===== config.mk =====
export PLATFORM = sky130hd
export DESIGN_NAME = hdmi_i2c_init_seq
export DESIGN_NICKNAME = d
export VERILOG_FILES = /design/src/rtl/hdmi_i2c_init_pkg.sv /design/src/rtl/hdmi_i2c_init_table.sv /design/src/rtl/hdmi_i2c_init_seq.sv
export SDC_FILE = /design/constraint.sdc
export NUM_CORES = 1
export LEC_CHECK = 0
export CORE_ASPECT_RATIO = 0.6
export CORE_MARGIN = 4
export CORE_UTILIZATION = 52
export CTS_BUF_LIST = sky130_fd_sc_hd__clkbuf_16
export DETAILED_ROUTE_END_ITERATION = 10
export PLACE_DENSITY = 0.78
export SYNTH_ARGS = -nofsm -noshare
export SYNTH_HDL_FRONTEND = slang
export SYNTH_SLANG_ARGS = --single-unit

===== constraint.sdc =====
create_clock -name i_sysclk -period 4.4 [get_ports i_sysclk]
set_input_delay 0.88 -clock i_sysclk [delete_from_list [all_inputs] [get_ports i_sysclk]]
set_output_delay 0.88 -clock i_sysclk [all_outputs]
set_load 0.02 [all_outputs]

===== src/rtl/hdmi_i2c_init_pkg.sv =====
`default_nettype none
//==============================================================================
// Module   : hdmi_i2c_init_pkg
// Brief    : Shared state encodings, entry layout and default register table
//            for the HDMI transmitter I2C init sequencer.
// Revision : 1.0 - initial release
//==============================================================================
package hdmi_i2c_init_pkg;

    localparam logic [3:0] c_st_startup   = 4'd0;
    localparam logic [3:0] c_st_fetch     = 4'd1;
    localparam logic [3:0] c_st_wr_reg    = 4'd2;
    localparam logic [3:0] c_st_wr_val    = 4'd3;
    localparam logic [3:0] c_st_wait_stop = 4'd4;
    localparam logic [3:0] c_st_gap       = 4'd5;
    localparam logic [3:0] c_st_delay     = 4'd6;
    localparam logic [3:0] c_st_done      = 4'd7;
    localparam logic [3:0] c_st_error     = 4'd8;

    // A register field of 8'hFF turns the entry into a delay of val milliseconds
    localparam logic [7:0] c_delay_marker = 8'hFF;

    typedef struct packed {
        logic [7:0] reg_addr;
        logic [7:0] val;
    } init_entry_t;

    // Room for 256 entries; entry 0 occupies the most significant 16 bits
    localparam int c_table_bits      = 4096;
    localparam int c_default_entries = 32;

    localparam logic [c_default_entries*16-1:0] c_default_list = {
        16'h4110, 16'hFF0A, 16'h9803, 16'h9AE0,
        16'h9C30, 16'h9D61, 16'hA2A4, 16'hA3A4,
        16'hE0D0, 16'hF900, 16'h1500, 16'h1630,
        16'h1702, 16'h1846, 16'hAF06, 16'h4080,
        16'h4808, 16'h49A8, 16'h4C00, 16'h5500,
        16'h5608, 16'h9620, 16'hBA60, 16'hD03C,
        16'hD6C0, 16'hDE9C, 16'hE460, 16'hFA7D,
        16'h3B80, 16'h3C00, 16'h94C0, 16'h4110
    };

    localparam logic [c_table_bits-1:0] c_default_table =
        {c_default_list, {(c_table_bits - c_default_entries*16){1'b0}}};

endpackage
`default_nettype wire


===== src/rtl/hdmi_i2c_init_table.sv =====
`default_nettype none
//==============================================================================
// Module   : hdmi_i2c_init_table
// Brief    : Combinational ROM of {register, value} pairs for the HDMI
//            transmitter; index in, 16-bit entry out.
// Revision : 1.0 - initial release
//==============================================================================
module hdmi_i2c_init_table
    import hdmi_i2c_init_pkg::*;
#(
    parameter logic [c_table_bits-1:0] TABLE = c_default_table
) (
    input  logic [7:0]  i_index,
    output init_entry_t o_entry
);

    logic [11:0] w_lsb;

    assign w_lsb   = 12'(c_table_bits - 16) - {i_index, 4'b0000};
    assign o_entry = TABLE[w_lsb +: 16];

endmodule
`default_nettype wire


===== src/rtl/hdmi_i2c_init_seq.sv =====
`default_nettype none
//==============================================================================
// Module   : hdmi_i2c_init_seq
// Brief    : Walks the init table and issues one 2-byte I2C write per entry,
//            with inline ms delays, per-byte timeout and bounded retry.
// Revision : 1.0 - initial release
//==============================================================================
module hdmi_i2c_init_seq
    import hdmi_i2c_init_pkg::*;
#(
    parameter int                      ADDRESSING       = 7,
    parameter logic [ADDRESSING-1:0]   DEVICE_ADDRESS   = 7'h39,
    parameter int                      SYSCLK_FREQ      = 100,
    parameter int                      NUM_ENTRIES      = 32,
    parameter int                      STARTUP_DELAY_MS = 10,
    parameter int                      BYTE_TIMEOUT_US  = 500,
    parameter int                      GAP_US           = 5,
    parameter int                      MAX_RETRY        = 3,
    parameter logic [c_table_bits-1:0] TABLE            = c_default_table
) (
    input  logic                  i_sysclk,
    input  logic                  i_arst,
    input  logic                  i_start,
    output logic                  o_m_en,
    output logic                  o_m_wr,
    output logic                  o_last,
    output logic [ADDRESSING-1:0] o_addr,
    output logic [7:0]            o_data,
    input  logic                  i_ack,
    input  logic                  i_last,
    input  logic [7:0]            i_data,
    output logic                  o_busy,
    output logic                  o_done,
    output logic                  o_error,
    output logic [7:0]            o_err_index,
    output logic [3:0]            o_dbg_state
);

    logic [3:0]  r_state;
    logic [3:0]  w_next;
    logic [8:0]  r_index;
    logic [3:0]  r_retry;
    logic [7:0]  r_reg;
    logic [7:0]  r_val;
    logic        r_m_en;
    logic        r_last;
    logic [7:0]  r_data;
    logic [7:0]  r_err_index;
    logic [15:0] r_us_cnt;
    logic [9:0]  r_ms_cnt;
    logic [15:0] r_elapsed;
    init_entry_t w_entry;
    logic        w_us_tick;
    logic        w_ms_tick;
    logic        w_unit_tick;
    logic        w_in_xfer;
    logic        w_pulse;
    logic        w_timeout;
    logic        w_can_retry;
    logic        w_byte_fail;
    logic        w_issue_reg;
    logic        w_unused;

    hdmi_i2c_init_table #(
        .TABLE (TABLE)
    ) u_table (
        .i_index (r_index[7:0]),
        .o_entry (w_entry)
    );

    assign w_us_tick   = (r_us_cnt == 16'(SYSCLK_FREQ - 1));
    assign w_ms_tick   = w_us_tick && (r_ms_cnt == 10'd999);
    // Startup and delay entries are timed in ms, everything else in us
    assign w_unit_tick = (r_state == c_st_startup || r_state == c_st_delay) ? w_ms_tick : w_us_tick;

    assign w_in_xfer   = (r_state == c_st_wr_reg) || (r_state == c_st_wr_val) || (r_state == c_st_wait_stop);
    assign w_pulse     = (r_state == c_st_wait_stop) ? i_last : i_ack;
    assign w_timeout   = (r_elapsed == 16'(BYTE_TIMEOUT_US));
    assign w_can_retry = (r_retry < 4'(MAX_RETRY));
    assign w_byte_fail = w_in_xfer && w_timeout && !w_pulse;
    assign w_issue_reg = (w_next == c_st_wr_reg) && (r_state != c_st_wr_reg);

    always_comb begin
        w_next = r_state;
        case (r_state)
            c_st_startup:   if (r_elapsed == 16'(STARTUP_DELAY_MS)) w_next = c_st_fetch;
            c_st_fetch: begin
                if (r_index == 9'(NUM_ENTRIES))                 w_next = c_st_done;
                else if (w_entry.reg_addr == c_delay_marker)    w_next = c_st_delay;
                else                                            w_next = c_st_wr_reg;
            end
            c_st_wr_reg, c_st_wr_val, c_st_wait_stop: begin
                if (w_pulse) begin
                    case (r_state)
                        c_st_wr_reg: w_next = c_st_wr_val;
                        c_st_wr_val: w_next = c_st_wait_stop;
                        default:     w_next = c_st_gap;
                    endcase
                end else if (w_timeout) begin
                    w_next = w_can_retry ? c_st_gap : c_st_error;
                end
            end
            // A non-zero retry count here means the gap precedes a re-attempt
            c_st_gap:       if (r_elapsed == 16'(GAP_US)) w_next = (r_retry != 4'd0) ? c_st_wr_reg : c_st_fetch;
            c_st_delay:     if (r_elapsed == {8'd0, r_val}) w_next = c_st_fetch;
            c_st_done:      w_next = c_st_done;
            c_st_error:     w_next = c_st_error;
            default:        w_next = c_st_startup;
        endcase
    end

    always_ff @(posedge i_sysclk) begin
        if (i_arst) begin
            r_state     <= c_st_startup;
            r_index     <= '0;
            r_retry     <= '0;
            r_reg       <= '0;
            r_val       <= '0;
            r_m_en      <= 1'b0;
            r_last      <= 1'b0;
            r_data      <= '0;
            r_err_index <= '0;
            r_us_cnt    <= '0;
            r_ms_cnt    <= '0;
            r_elapsed   <= '0;
        end else if (i_start) begin
            r_state     <= c_st_startup;
            r_index     <= '0;
            r_retry     <= '0;
            r_m_en      <= 1'b0;
            r_last      <= 1'b0;
            r_err_index <= '0;
            r_us_cnt    <= '0;
            r_ms_cnt    <= '0;
            r_elapsed   <= '0;
        end else begin
            r_state <= w_next;
            if (w_next != r_state) begin
                r_us_cnt  <= '0;
                r_ms_cnt  <= '0;
                r_elapsed <= '0;
            end else begin
                r_us_cnt <= w_us_tick ? 16'd0 : r_us_cnt + 16'd1;
                if (w_us_tick)   r_ms_cnt  <= w_ms_tick ? 10'd0 : r_ms_cnt + 10'd1;
                if (w_unit_tick) r_elapsed <= r_elapsed + 16'd1;
            end

            if (r_state == c_st_fetch) begin
                r_reg <= w_entry.reg_addr;
                r_val <= w_entry.val;
            end
            if (w_issue_reg) begin
                r_m_en <= 1'b1;
                r_last <= 1'b0;
                r_data <= (r_state == c_st_fetch) ? w_entry.reg_addr : r_reg;
            end
            if (r_state == c_st_wr_reg && i_ack) begin
                r_data <= r_val;
                r_last <= 1'b1;
            end
            if (r_state == c_st_wr_val && i_ack) begin
                r_m_en <= 1'b0;
                r_last <= 1'b0;
            end
            if (r_state == c_st_wait_stop && i_last) begin
                r_index <= r_index + 9'd1;
                r_retry <= '0;
            end
            if (r_state == c_st_delay && w_next == c_st_fetch) begin
                r_index <= r_index + 9'd1;
            end
            if (w_byte_fail) begin
                r_m_en <= 1'b0;
                r_last <= 1'b0;
                if (w_can_retry) r_retry     <= r_retry + 4'd1;
                else             r_err_index <= r_index[7:0];
            end
        end
    end

    assign w_unused    = ^i_data;

    assign o_m_en      = r_m_en;
    assign o_m_wr      = 1'b1;
    assign o_last      = r_last;
    assign o_addr      = DEVICE_ADDRESS;
    assign o_data      = r_data;
    assign o_busy      = (r_state != c_st_done) && (r_state != c_st_error);
    assign o_done      = (r_state == c_st_done);
    assign o_error     = (r_state == c_st_error);
    assign o_err_index = r_err_index;
    assign o_dbg_state = r_state;

endmodule
`default_nettype wire


# Word-level counts from Yosys, hierarchy flattened
# Cells that the tools add are included.
op_classes:
  bitwise: 2
  reduce_logical: 25
  addsub: 6
  shift: 1
  n_lt_le_gt_ge: 1
  n_mux: 24
  n_eq_ne: 22
ops:
  columns: ["operator", "n"]
  rows:
  - ["indexed part select 4096 x 13 -> 16 bit, first input constant", 1]
  - ["2-to-1 mux 4 bit", 9]
  - ["adder 16 x 1 -> 16 bit, second input constant", 2]
  - ["case mux 4 bit (7 select lines)", 1]
  - ["2-to-1 mux 8 bit", 3]
  - ["2-to-1 mux 9 bit", 2]
  - ["equality test 16 x 3 -> 1 bit, second input constant", 1]
  - ["equality test 16 x 4 -> 1 bit, second input constant", 1]
  - ["equality test 16 x 7 -> 1 bit, second input constant", 1]
  - ["equality test 16 x 8 -> 1 bit", 1]
  - ["equality test 16 x 9 -> 1 bit, second input constant", 1]
  - ["equality test 4 x 3 -> 1 bit, second input constant", 4]
  - ["equality test 4 x 2 -> 1 bit, second input constant", 3]
  - ["subtractor 12 bit, first input constant", 1]
  - ["adder 10 x 1 -> 10 bit, second input constant", 1]
  - ["equality test 10 bit, second input constant", 1]
  - ["2-to-1 mux 10 bit", 1]
  - ["adder 9 x 1 -> 9 bit, second input constant", 1]
  - ["equality test 9 x 6 -> 1 bit, second input constant", 1]
  - ["logical AND 1 bit", 9]
  - ["equality test 4 x 1 -> 1 bit, second input constant", 2]
  - ["equality test 8 bit, second input constant", 1]
  - ["OR reduction 4 bit", 2]
  - ["2-to-1 mux 3 bit", 2]
  - ["19 further kinds", 29]
totals:
  register_bits: 93
  input_bits: 13
  elab_cells: 93
  output_inout_bits: 33

# Depth between registers and ports, before layout
depth:
  word_depth: 10
  ltp_mapped: 12
  ltp_nobuf: 10

# Hierarchy
# Synthesis repeated with hierarchy kept, for this count alone.
unflattened:
  cells_unflattened: 756
  area_unflattened_um2: 5839.4
modules_own_cells:
  columns: ["module", "cells_per_inst", "seq_area_each_um2", "area_each_um2", "n_inst"]
  rows:
  - ["hdmi_i2c_init_seq", 624, 1861.8, 4971.0, 1]
  - ["hdmi_i2c_init_table", 132, 0.0, 868.3, 1]

# Worst setup path after synthesis
# Ideal clock, no wire load.
synth_path:
  path_kind: "reg-to-reg"
  from: "reg r_index[1]"
  to: "reg r_us_cnt[6]"
  required_time_ns: 4.267
  setup_ns: 0.133
  arrival_ns: 3.240
  synth_period_minus_slack_ns: 3.372
  setup_slack_ns: 1.028
  path_stages_with_launch: 12
  path_buffers: 2
  cell_sequence: "dfxtp_1 clkbuf_1 inv_1 ha_1 and2_1 o31a_1 a211oi_1 nand4b_1 o41ai_1 mux2i_1 clkbuf_1 nor4_2"
synth_via:
  elab_chain_cells: 8
  word_cells_on_any_way: 9
  classes_between: "add/sub: 1; eq/ne: 3; shift: 1; mux: 3; reduce/logical: 1"
synth_lines:
  columns: ["item", "line_no", "source"]
  rows:
  - ["from (decl)", "hdmi_i2c_init_seq.sv:41", "logic [8:0] r_index;"]
  - ["from (signal assigned)", "hdmi_i2c_init_seq.sv:166", "r_index <= r_index + 9'd1;"]
  - ["from (signal assigned)", "hdmi_i2c_init_seq.sv:170", "r_index <= r_index + 9'd1;"]
  - ["subtractor 12 bit", "hdmi_i2c_init_table.sv:19", "assign w_lsb = 12'(c_table_bits - 16) - {i_index, 4'b0000};"]
  - ["indexed part select 4096 x 13 -> 16 bit", "hdmi_i2c_init_table.sv:20", "assign o_entry = TABLE[w_lsb +: 16];"]
  - ["equality test 8 bit", "hdmi_i2c_init_seq.sv:89", "else if (w_entry.reg_addr == c_delay_marker) w_next = c_st_delay;"]
  - ["2-to-1 mux 3 bit", "hdmi_i2c_init_seq.sv:89", null]
  - ["2-to-1 mux 3 bit (*)", "hdmi_i2c_init_seq.sv:88", "if (r_index == 9'(NUM_ENTRIES)) w_next = c_st_done;"]
  - ["case mux 4 bit (7 select lines) (*)", "hdmi_i2c_init_seq.sv:85", "case (r_state)"]
  - ["!= test 4 bit (*)", "hdmi_i2c_init_seq.sv:138", "if (w_next != r_state) begin"]
  - ["OR reduction 4 bit (no source line) (*)", null, null]
  - ["to (signal assigned)", "hdmi_i2c_init_seq.sv:143", "r_us_cnt <= w_us_tick ? 16'd0 : r_us_cnt + 16'd1;"]
  - ["to (decl)", "hdmi_i2c_init_seq.sv:49", "logic [15:0] r_us_cnt;"]
# Mark *: on every way between the ends. The rest lies on a longest branch, timed or not.
# A chain may end at the register's enable or synchronous reset.

# Final worst setup path
layout_path:
  from: "reg r_state[3] (netlist: o_dbg_state[3])"
  to: "reg r_data[7] (netlist: o_data[7])"
layout_via:
  elab_chain_cells: 8
  word_cells_on_any_way: 27
  classes_between: "eq/ne: 10; mux: 11; reduce/logical: 6"
layout_lines:
  columns: ["item", "line_no", "source"]
  rows:
  - ["from (decl)", "hdmi_i2c_init_seq.sv:39", "logic [3:0] r_state;"]
  - ["from (signal assigned)", "hdmi_i2c_init_seq.sv:114", "r_state <= c_st_startup;"]
  - ["from (signal assigned)", "hdmi_i2c_init_seq.sv:127", "r_state <= c_st_startup;"]
  - ["from (signal assigned)", "hdmi_i2c_init_seq.sv:137", "r_state <= w_next;"]
  - ["equality test 4 x 2 -> 1 bit, or another cell as far along", "hdmi_i2c_init_seq.sv:85, hdmi_i2c_init_seq.sv:94", null]
  - ["case mux 3 bit (2 select lines) / 2-to-1 mux 1 bit (equally long branches)", "hdmi_i2c_init_seq.sv:94, hdmi_i2c_init_seq.sv:77", null]
  - ["2-to-1 mux 4 bit", "hdmi_i2c_init_seq.sv:93", "if (w_pulse) begin"]
  - ["case mux 4 bit (7 select lines)", "hdmi_i2c_init_seq.sv:85", null]
  - ["equality test 4 x 2 -> 1 bit", "hdmi_i2c_init_seq.sv:81", "assign w_issue_reg = (w_next == c_st_wr_reg) && (r_state != c_st_wr_reg);"]
  - ["logical AND 1 bit", "hdmi_i2c_init_seq.sv:81", null]
  - ["nonzero test 2 bit (no source line)", null, null]
  - ["AND reduction 2 bit (no source line)", null, null]
  - ["to (signal assigned)", "hdmi_i2c_init_seq.sv:155", "r_data <= (r_state == c_st_fetch) ? w_entry.reg_addr : r_reg;"]
  - ["to (signal assigned)", "hdmi_i2c_init_seq.sv:158", "r_data <= r_val;"]
  - ["to (decl)", "hdmi_i2c_init_seq.sv:47", "logic [7:0] r_data;"]
# Several ways; a longest one is shown, not always the timed one. The select of a mux whose other input is x is not followed.

==> flow_summary_export.csv <==
group,metric,value,unit
outcome,outcome,"finished clean",
job,maxCapViolCount,0,
clock_network,holdBufCountCts,0,
worst_setup_path,worstReg2RegEnd,"o_data[7]",
clock_network,cts_tree,"done",
logic_synthesis,ys_warn_count,0,
detailed_routing,ant_nets,0,
min_path,holdPathEnd,"r_reg[3]",
logic_synthesis,synth_enable_flop_cells,0,
clock_network,cts-htree-levels,3,
timing,skew,0.00909,ns
floorplanning,dieWidth,143,microns
worst_setup_path,worstPathCellList,"nor4b_1 -> mux2i_1 -> o21ai_0 -> a2111oi_0 -> nand4bb_1 -> nor2_2 -> o211ai_1",
detailed_routing,vias_per_cell,6.25,
logic_synthesis,synth_mux_area_share,3.52,%
finish,fillers,929,
logic_synthesis,netlist_instances,725,
clock_network,clk_latency,0.35,ns
min_path,hold_depth,2,
power_and_ir_drop,power.total,1.64,mW
logic_synthesis,synth_top_family_by_area,"simple AND/OR/NAND/NOR gates",
timing,clock.fmax,256,MHz
finish,antenna_cells,0,
finish,synthToLayoutAreaGrowth,11.7,%
logic_synthesis,avgSynthCellArea,7.89,sq um
floorplanning,start_util,53.8,%
worst_setup_path,r2r_cells,7,
detailed_routing,drt_wl_total,15.9,mm
global_route,grt_pass1_vias,5129,
logic_synthesis,synth_top_area_cell,"dfxtp_1",
logic_synthesis,synth_area_leaders,"dfxtp_1, nor2_1, ha_1",
timing,slew_violations,0,
worst_setup_path,arrival,4.12,ns
timing,min_period_over_period,88.9,%
finish,nNetsFinal,768,
power_and_ir_drop,power_leakage,2.17,nW
logic_synthesis,yosys.area_share.simple,30.6,%
placement,port_buffers,29,
clock_network,cts_buffers,9,
logic_synthesis,synth_area,5720,sq um
floorplanning,core_area,10600,sq um
floorplanning,die_h,89.2,microns
logic_synthesis,synthArstFlopShare,0,%
timing,rsz0062_at_grt,"false",
worst_setup_path,crit_fanout,15,
power_and_ir_drop,power_density,257,nW/um^2
detailed_routing,dr.pass1.iters,6,
clock_network,clock_sinks,93,
logic_synthesis,ys.flop_type,"dfxtp_1",
finish,regArea,1860,sq um
power_and_ir_drop,ir_worst_vdd,0.190,mV
finish,drive_above_1_share,6.79,%
worst_setup_path,worstPathRequired,4.61,ns
worst_setup_path,timing.rr.start,"o_dbg_state[3]",
global_route,antenna_found_initial,0,
worst_setup_path,cpMaxStageDelayCell,"a2111oi_0",
floorplanning,pin_count,46,
placement,hpwl,11.4,mm
clock_network,cts_max_path_buffers,2,
clock_network,clk_pin_slew,0.06,ns
worst_setup_path,cp_slowest_stage_delay,0.74,ns
worst_setup_path,path_class,"flip-flop to flip-flop",
finish,multi_input_area,3570,sq um
logic_synthesis,ys_seq_area_share,32.6,%
floorplanning,placement_rows,29,
min_path,hold_start,"r_reg[3]",
finish,layout_commonest_cell,"dfxtp_1",
logic_synthesis,synth-compound-area-share,14.5,%
logic_synthesis,yosys_register_bits,93,
finish,final_cell_mix,"dfxtp_1, nor2_1, nand2_1",
floorplanning,die_area,12800,sq um
logic_synthesis,ys_types,67,
logic_synthesis,netlist.area_leader.share,32.6,%
min_path,min_path_type,"flip-flop to flip-flop",
detailed_routing,wire_per_inst,18.2,microns
timing,slew_headroom,34.3,%
global_route,grt_pass1_wl,26.2,mm
worst_setup_path,regToRegSetupSlack,0.49,ns
worst_setup_path,start_kind,"flip-flop",
timing,period_minus_slack,3.91,ns
global_route,grt_max_degree,43,
detailed_routing,vias,5470,
finish,largestRegisters,"r_elapsed: 16 flops, r_us_cnt: 16 flops, r_ms_cnt: 10 flops",
logic_synthesis,synthXorXnorAreaFrac,7.66,%
timing,tightestPinTransition,0.986,ns
worst_setup_path,crit_path_end_kind,"flip-flop",
logic_synthesis,synth-adder-area-share,5.21,%
global_route,overflow,0,
global_route,grt_usage,25.4,%
timing,setup_viol,0,
timing,tns,0,ns
clock_network,cts-root-buf,"clkbuf_16",
timing,hold_violations,0,
detailed_routing,drc,0,
detailed_routing,drt-initial-drc-count,783,
placement,gp_routability_congestion,0.988,
-- synth_stat cells, types with 9 or more instances --
master and number:
nand2b_1 13, mux2i_1 10, dfxtp_1 93, ha_1 23, nand4_1 16, clkbuf_1 36
nand3b_1 9, o21ai_0 15, and3_1 10, nor2_1 78, or4_1 9, a31oi_1 11
xor2_1 22, a21oi_1 46, nand2_1 69, nand3_1 21, nor4_1 13, o211ai_1 17
xnor2_1 28, nor3_1 55, inv_1 16
-- timing repair --
item,CTS,global route
buffers inserted,0,0
setup endpoints to repair,0,8
gates resized for setup,0,1
-- worst max path at each step --
stage                     slack, ns           to  cells past startpoint      startpoint
final                          0.49    o_data[7]                      7  o_dbg_state[3]
after global routing           0.12    o_data[7]                      7  o_dbg_state[3]
after CTS                      0.41    o_data[7]                      7  o_dbg_state[3]
after detailed placement       0.25    o_data[7]                      7           i_ack
after global placement         0.43    o_data[6]                      7           i_ack
after floorplan                1.03  r_us_cnt[6]                     11      r_index[1]
-- layer usage --
metal / up-vias / share of wire, % / global-route usage, %
li1: 2590 / - / -
met5: - / 0 / 0
met4: 0 / 1.3 / 6.32
met1: 2610 / 49 / 38.4
met3: 22 / 9.0 / 6.79
met2: 248 / 41 / 35.6
-- logic make-up after synthesis --
family / Yosys count
XOR/XNOR: 50
buffers and inverters: 76
multiplexers: 15
AND/OR/NAND/NOR: 337
flip-flops: 93
AO/OA/AOI/OAI: 128
adder cells (fa/ha/maj): 24
other: 2
-- per-stage QoR --
| step | setup WS, ns | util, % | area [sq um] | std cells | hold WS [ns] |
|---|---|---|---|---|---|
| after floorplan | 1.03 | - | 5740 | 731 | 0.437 |
| after global placement | 0.427 | 57.4 | 6100 | 860 | 0.446 |
| after detailed placement | 0.247 | 57.4 | 6100 | 860 | 0.466 |
| after CTS | 0.414 | 60.1 | 6380 | 875 | 0.478 |
| after global routing | 0.120 | 60.1 | 6390 | 875 | 0.504 |
| final | 0.487 | 60.1 | 6390 | 875 | 0.488 |
-- power breakdown --
part           switching (mW)  internal, mW
Combinational          0.0306       0.00968
Clock                   0.326         0.431
Sequential           0.000918         0.842
-- critical path: cells and delay by family, from the launching register on --
family             cells  cell delay [ns]
and+or+nand+nor        3             1.84
AOI/OAI and AO/OA      3             1.06
DFF                    1             0.48
muxes                  1             0.39
-- area by class of cell --
class / count / area share (%)
inverter: 18 / 1.06
timing repair buffer: 48 / 6.78
sequential: 93 / 29.1
clock buffer: 9 / 3.53
multi-input combinational: 562 / 55.9
tap: 139 / 2.72
clock inverter: 6 / 0.881
Note: power is estimated with default switching activity, not from simulation.
